$ cat src/rtl/synth_pkg.sv
// Shared constants and state encoding for the pitch scan sequencer and its datapath.
package synth_pkg;

    localparam int unsigned V_WIDTH        = 3;
    localparam int unsigned O_WIDTH        = 2;
    localparam int unsigned OE_WIDTH       = 1;
    localparam int unsigned PITCH_WIDTH    = 24;
    localparam int unsigned PITCH_PIPE_LAT = 3;

    typedef enum logic {
        ST_IDLE = 1'b0,
        ST_SCAN = 1'b1
    } scan_state_t;

endpackage

$ cat src/rtl/pitch_scan_ctrl_if.sv
// Request, datapath-index and pitch-table-write signals of the pitch scan controller.
interface pitch_scan_ctrl_if #(
    parameter int unsigned V_WIDTH  = synth_pkg::V_WIDTH,
    parameter int unsigned O_WIDTH  = synth_pkg::O_WIDTH,
    parameter int unsigned OE_WIDTH = synth_pkg::OE_WIDTH
);
    localparam int unsigned E_WIDTH = O_WIDTH + OE_WIDTH;
    localparam int unsigned P_WIDTH = synth_pkg::PITCH_WIDTH;

    logic                       voice_req;
    logic [V_WIDTH-1:0]         voice_num;
    logic                       all_req;
    logic [V_WIDTH+E_WIDTH-1:0] xxxx;
    logic [P_WIDTH-1:0]         pitch_in;
    logic                       wr_en;
    logic [V_WIDTH+O_WIDTH-1:0] wr_adr;
    logic [P_WIDTH-1:0]         wr_data;
    logic                       busy;
    logic                       voice_done;
    logic [V_WIDTH-1:0]         voice_done_num;

    modport master (
        output voice_req, voice_num, all_req, pitch_in,
        input  xxxx, wr_en, wr_adr, wr_data, busy, voice_done, voice_done_num
    );

    modport slave (
        input  voice_req, voice_num, all_req, pitch_in,
        output xxxx, wr_en, wr_adr, wr_data, busy, voice_done, voice_done_num
    );

endinterface

$ cat src/rtl/pitch_scan_ctrl_rr_arbiter.sv
// Combinational round-robin pick: lowest requesting index strictly after last, wrapping.
module rr_arbiter #(
    parameter int unsigned N = 8,
    parameter int unsigned W = 3
) (
    input  logic [N-1:0] req,
    input  logic [W-1:0] last,
    output logic [W-1:0] grant,
    output logic         valid
);

    always_comb begin
        grant = '0;
        valid = 1'b0;
        for (int unsigned k = 1; k <= N; k++) begin
            int unsigned idx;
            idx = 32'(last) + k;
            if (idx >= N) idx = idx - N;
            if (!valid && req[W'(idx)]) begin
                grant = W'(idx);
                valid = 1'b1;
            end
        end
    end

endmodule

$ cat src/rtl/pitch_scan_ctrl.sv
// Walks the datapath index through every pending voice, holding each slot SETTLE
// cycles, and writes the settled oscillator pitch into the pitch table.
module pitch_scan_ctrl #(
    parameter int unsigned VOICES   = 8,
    parameter int unsigned V_OSC    = 4,
    parameter int unsigned V_WIDTH  = synth_pkg::V_WIDTH,
    parameter int unsigned O_WIDTH  = synth_pkg::O_WIDTH,
    parameter int unsigned OE_WIDTH = synth_pkg::OE_WIDTH,
    parameter int unsigned E_WIDTH  = O_WIDTH + OE_WIDTH,
    parameter int unsigned SETTLE   = synth_pkg::PITCH_PIPE_LAT + 1
) (
    input  logic             const_clk,
    input  logic             iRST,
    pitch_scan_ctrl_if.slave bus
);
    import synth_pkg::scan_state_t;
    import synth_pkg::ST_IDLE;
    import synth_pkg::ST_SCAN;

    localparam int unsigned X_WIDTH   = V_WIDTH + E_WIDTH;
    localparam int unsigned CNT_WIDTH = (SETTLE > 1) ? $clog2(SETTLE) : 1;

    scan_state_t          state;
    logic [VOICES-1:0]    pending;
    logic [VOICES-1:0]    set_mask;
    logic [VOICES-1:0]    clr_mask;
    logic [V_WIDTH-1:0]   v;
    logic [V_WIDTH-1:0]   last_voice;
    logic [V_WIDTH-1:0]   arb_last;
    logic [V_WIDTH-1:0]   grant;
    logic                 grant_valid;
    logic [O_WIDTH-1:0]   ox;
    logic [CNT_WIDTH-1:0] cnt;
    logic                 slot_end;
    logic                 voice_end;
    logic                 take;

    // While scanning, the voice in progress is the round-robin reference point.
    assign arb_last = (state == ST_SCAN) ? v : last_voice;

    rr_arbiter #(
        .N (VOICES),
        .W (V_WIDTH)
    ) u_arb (
        .req   (pending),
        .last  (arb_last),
        .grant (grant),
        .valid (grant_valid)
    );

    assign slot_end  = (state == ST_SCAN) && (cnt == CNT_WIDTH'(SETTLE - 1));
    assign voice_end = slot_end && (ox == O_WIDTH'(V_OSC - 1));
    assign take      = grant_valid && ((state == ST_IDLE) || voice_end);

    assign bus.xxxx = X_WIDTH'({v, ox, {OE_WIDTH{1'b0}}});

    // Request set mask and grant clear mask; set is OR-ed last so it wins.
    always_comb begin
        set_mask = '0;
        clr_mask = '0;
        if (bus.voice_req) set_mask[bus.voice_num] = 1'b1;
        if (bus.all_req)   set_mask = '1;
        if (take)          clr_mask[grant] = 1'b1;
    end

    always_ff @(posedge const_clk) begin
        if (iRST) begin
            state              <= ST_IDLE;
            pending            <= '1;
            last_voice         <= V_WIDTH'(VOICES - 1);
            v                  <= '0;
            ox                 <= '0;
            cnt                <= '0;
            bus.wr_en          <= 1'b0;
            bus.wr_adr         <= '0;
            bus.wr_data        <= '0;
            bus.busy           <= 1'b0;
            bus.voice_done     <= 1'b0;
            bus.voice_done_num <= '0;
        end else begin
            pending        <= (pending & ~clr_mask) | set_mask;
            bus.wr_en      <= slot_end;
            bus.voice_done <= voice_end;
            if (slot_end) begin
                bus.wr_adr  <= {v, ox};
                bus.wr_data <= bus.pitch_in;
            end
            if (voice_end) begin
                bus.voice_done_num <= v;
                last_voice         <= v;
            end
            case (state)
                ST_IDLE: begin
                    if (grant_valid) begin
                        state    <= ST_SCAN;
                        bus.busy <= 1'b1;
                        v        <= grant;
                        ox       <= '0;
                        cnt      <= '0;
                    end
                end
                ST_SCAN: begin
                    if (!slot_end) begin
                        cnt <= cnt + 1'b1;
                    end else begin
                        cnt <= '0;
                        if (!voice_end) begin
                            ox <= ox + 1'b1;
                        end else if (grant_valid) begin
                            v  <= grant;
                            ox <= '0;
                        end else begin
                            state    <= ST_IDLE;
                            bus.busy <= 1'b0;
                        end
                    end
                end
                default: state <= ST_IDLE;
            endcase
        end
    end

endmodule

$ cat src/flat_wrapper.sv
// flat-port wrapper written by rule: the top's interface ports become plain ports
module pitch_scan_ctrl_flat import synth_pkg::scan_state_t; import synth_pkg::ST_IDLE; import synth_pkg::ST_SCAN;
#(
    parameter int unsigned VOICES   = 8,
    parameter int unsigned V_OSC    = 4,
    parameter int unsigned V_WIDTH  = synth_pkg::V_WIDTH,
    parameter int unsigned O_WIDTH  = synth_pkg::O_WIDTH,
    parameter int unsigned OE_WIDTH = synth_pkg::OE_WIDTH,
    parameter int unsigned E_WIDTH  = O_WIDTH + OE_WIDTH,
    parameter int unsigned SETTLE   = synth_pkg::PITCH_PIPE_LAT + 1
)
  (const_clk, iRST, bus_voice_req, bus_voice_num, bus_all_req, bus_pitch_in, bus_xxxx, bus_wr_en, bus_wr_adr, bus_wr_data, bus_busy, bus_voice_done, bus_voice_done_num);
  pitch_scan_ctrl_if #(.V_WIDTH(V_WIDTH), .O_WIDTH(O_WIDTH), .OE_WIDTH(OE_WIDTH)) bus_i ();
  input  logic const_clk;
  input  logic iRST;
  input wire logic [$bits(bus_i.voice_req)-1:0] bus_voice_req;
  input wire logic [$bits(bus_i.voice_num)-1:0] bus_voice_num;
  input wire logic [$bits(bus_i.all_req)-1:0] bus_all_req;
  input wire logic [$bits(bus_i.pitch_in)-1:0] bus_pitch_in;
  output wire logic [$bits(bus_i.xxxx)-1:0] bus_xxxx;
  output wire logic [$bits(bus_i.wr_en)-1:0] bus_wr_en;
  output wire logic [$bits(bus_i.wr_adr)-1:0] bus_wr_adr;
  output wire logic [$bits(bus_i.wr_data)-1:0] bus_wr_data;
  output wire logic [$bits(bus_i.busy)-1:0] bus_busy;
  output wire logic [$bits(bus_i.voice_done)-1:0] bus_voice_done;
  output wire logic [$bits(bus_i.voice_done_num)-1:0] bus_voice_done_num;
  assign bus_i.voice_req = bus_voice_req;
  assign bus_i.voice_num = bus_voice_num;
  assign bus_i.all_req = bus_all_req;
  assign bus_i.pitch_in = bus_pitch_in;
  assign bus_xxxx = bus_i.xxxx;
  assign bus_wr_en = bus_i.wr_en;
  assign bus_wr_adr = bus_i.wr_adr;
  assign bus_wr_data = bus_i.wr_data;
  assign bus_busy = bus_i.busy;
  assign bus_voice_done = bus_i.voice_done;
  assign bus_voice_done_num = bus_i.voice_done_num;
  pitch_scan_ctrl #(.VOICES(VOICES), .V_OSC(V_OSC), .V_WIDTH(V_WIDTH), .O_WIDTH(O_WIDTH), .OE_WIDTH(OE_WIDTH), .E_WIDTH(E_WIDTH), .SETTLE(SETTLE)) u_core (.const_clk(const_clk), .iRST(iRST), .bus(bus_i));
endmodule
$ cat config.mk
export PLATFORM = sky130hd
export DESIGN_NAME = pitch_scan_ctrl_flat
export DESIGN_NICKNAME = d
export VERILOG_FILES = /design/src/rtl/synth_pkg.sv /design/src/rtl/pitch_scan_ctrl_if.sv /design/src/rtl/pitch_scan_ctrl_rr_arbiter.sv /design/src/rtl/pitch_scan_ctrl.sv /design/src/flat_wrapper.sv
export SDC_FILE = /design/constraint.sdc
export NUM_CORES = 1
export LEC_CHECK = 0
export ABC_CLOCK_PERIOD_IN_PS = 5200
export CORE_UTILIZATION = 46
export DETAILED_ROUTE_END_ITERATION = 12
export PLACE_DENSITY = 0.84
export SYNTH_ARGS = -nofsm -noshare
export SYNTH_HDL_FRONTEND = slang
export SYNTH_SLANG_ARGS = --single-unit
$ cat constraint.sdc
create_clock -name const_clk -period 5.2 [get_ports const_clk]
set_input_delay 1.04 -clock const_clk [delete_from_list [all_inputs] [get_ports const_clk]]
set_output_delay 1.04 -clock const_clk [all_outputs]
set_load 0.01 [all_outputs]
==> out/summary.txt <==
Outcome = completed
Initial antenna violation count = 0
Die height = 85.17 µm
Arrival @ worst endpoint = 4.33 ns
Std-Cell Rows = 29
Hold depth = 2
First-pass GRT wire length = 13.99 mm
CTS max path bufs = 2
Mapped cell area = 0.003182 mm²
Routed Antenna Nets = 0
Proportion of layout cells with a drive suffix above 1 = 0.1000
Clk Latency, worst-skew pair = 0.31 ns
Gate Count Post-Synth = 370
CTS Buf Count = 5
Vias in the first global route = 2835
Initial Util = 0.4899
Clock Tree Root = clkbuf_8
Residual DRC count = 0
Crit share post-route = 0.7938
Hold buffer count at cts = 0
Die area = 0.007254 mm²
Setup TNS = 0 ns
Power per Cell Area = 228.7 mW/mm²
I/O pin total = 72
Total gr overflow = 0
Async set-reset flop share out of synthesis = 0
Reg2reg start = u_core.state
Final worst slack = 1.072 ns
Hold Crit Start = u_core.bus.wr_adr[4]
Placer congestion estimate = 0.8806
Internal power = 670.1 µW
Synthesis-to-finish area growth = 26.46%
Dpl cell area = 0.003902 mm²
Min Tclk post-route = 4.128 ns
Metal2 WL = 4.077 mm
Kind of critical path = reg -> reg
Final Setup Violations = 0
Max layer used = met4
1st-iter DRT viols = 283
DR WL/cell = 16.78 µm
Worst Skew = 0.01177 ns
Combinational power share = 0.207
I/O Buffers = 70
Drt total wl = 8.507 mm
M1 WL = 3.685 mm
RSZ-0062 raised after global routing = false
Worst hold path class = reg -> reg
Yosys cell types = 59
Final instance area = 0.004024 mm²
Core Area = 0.006495 mm²
CP max FO = 16
Reg power frac = 0.470
Setup Buffers After CTS = 0
Die W = 85.17 µm
Transition time of the tightest slew-check pin = 1.026 ns
Highest clock rate = 242.3 MHz
Final HPWL DP = 6.120 mm
Routed length on met3 = 513 µm
Global-route usage over all layers = 0.2437
Leakage = 0.001384 µW
Ant diodes = 0
Pin count of the biggest net entering global routing = 47
Max cap viols = 0
Fin. max-slew vios = 0
Clk sink count = 54
Syn nets = 405
Critical Path RT = 5.41 ns
Max VDD drop = 0.2144 mV
Setup slack at placement = 1.090 ns
Worst Reg2Reg Path Length in Cells = 10
Synth Register Bits = 54
Nets@finish = 464
Proportion of synthesized chip area in sequential cells = 0.3398
Startpoint types = register
CP endpoint kind = register
NetSw = 250.0 µW
Vias/cell = 5.797
H-tree depth = 2
Switching Share = 0.2718
First-pass DRT Iterations = 4
Origin of the worst setup path = u_core.state
CTS tree = built
CTS clk-pin slew, worst paths = 0.10 ns
Routed via count = 2939
Clock group share of total power = 0.323
Relative slew slack = 0.3145
Top_reg_cell synth = dfxtp_1
Final Hold Vio Count = 0
Synth warn = 0
Syn_area_per_cell = 8.599 µm²
Post-CTS sizing = 0
EDFF count, synth = 0
-- per-layer routing --
metal	global-route usage	vias up
met2	0.4010	112
met1	0.3120	1366
met4	0.1002	0
li1	-	1442
met5	0	-
met3	0.05156	19
-- flip-flops by register name, summed over array words and instances (netlist names), 2 cells and up --
signal / flops
u_core.v: 3
u_core.bus.voice_done_num: 3
u_core.bus.wr_data: 24
u_core.last_voice: 3
u_core.bus.wr_adr: 5
u_core.pending: 8
u_core.cnt: 2
u_core.ox: 2
-- power groups by stage --
stage	combinational [µW]	clock, µW	sequential (µW)
after floorplan	131	0	437
after global placement	186	0	441
after detailed placement	187	0	442
after CTS	188	301	432
after global routing	206	317	434
final	190	297	432
-- worst paths after layout --
path	endpoint	slack (ns)
setup reg to reg	u_core.pending[6]	1.07
hold / removal	u_core.bus.wr_adr[4]	0.46
setup / recovery	u_core.pending[6]	1.07
hold reg to reg	u_core.bus.wr_adr[4]	0.46
-- cells in the mapped netlist (7+ instances only) --
cell type | count | area [µm²]
nor2_1 | 22 | 82.58
mux2_2 | 7 | 78.83
dfxtp_1 | 54 | 1081
o21ai_0 | 10 | 50.05
clkbuf_1 | 15 | 56.30
inv_1 | 9 | 33.78
a21oi_1 | 46 | 230.2
mux2i_1 | 18 | 180.2
nand2_1 | 81 | 304.0
mux4_2 | 10 | 225.2
-- critical path, cell delays in order (launching register included) --
cell	delay (ns)
dfxtp_1	0.74
mux2i_4	0.34
buf_4	0.26
ha_1	0.42
inv_1	0.19
mux4_2	0.63
a21o_1	0.21
a211o_1	0.28
o22ai_1	0.52
o2111ai_1	0.22
a21o_1	0.22
-- layout make-up --
| type | count | area (µm²) |
|---|---|---|
| clock buffer | 6 | 82.58 |
| clock inverter | 2 | 38.79 |
| fill | 531 | 2471 |
| inverter | 10 | 37.54 |
| multi-input combinational | 282 | 1942 |
| sequential | 54 | 1081 |
| tap | 77 | 96.34 |
| timing repair buffer | 76 | 745.7 |
-- logic make-up after synthesis --
logic type                 count (synthesis)  share of synthesized area
AOI/OAI and AO/OA                         98                     0.2049
adders and majority gates                  4                    0.01573
muxes                                     40                     0.1844
other                                      1                   0.001179
DFF                                       54                     0.3398
buffers and inverters                     34                    0.04993
and+or+nand+nor                          136                     0.1958
xor gates and xnor gates                   3                   0.008259
-- metrics by stage --
step,std cells,hold slack [ns],util,total power [µW]
3_3_place_gp,499,0.4409,0.6008,626.8
2_1_floorplan,370,0.4597,-,567.3
5_1_grt,507,0.4788,0.6195,956.4
3_5_place_dp,499,0.4455,0.6008,628.8
6_report,507,0.4572,0.6195,920.1
4_1_cts,507,0.4597,0.6195,921.6
-- cell usage in the layout, fill, tap and decap left out, types with 4 or more instances in the layout --
| cell | synthesis | final |
|---|---|---|
| dfxtp_1 | 54 | 54 |
| o21ai_0 | 10 | 10 |
| mux2_2 | 7 | 7 |
| mux4_2 | 10 | 10 |
| o22a_1 | 6 | 6 |
| nand3_1 | 6 | 6 |
| o211ai_1 | 4 | 4 |
| a21oi_1 | 46 | 46 |
| nor2_1 | 22 | 22 |
| nand2b_1 | 6 | 6 |
| buf_4 | 1 | 6 |
| ha_1 | 4 | 4 |
| clkdlybuf4s50_1 | 0 | 70 |
| mux2i_1 | 18 | 18 |
| inv_1 | 9 | 9 |
| clkbuf_8 | 0 | 6 |
| nand2_1 | 81 | 81 |
Note: power is estimated with default switching activity, not from simulation.
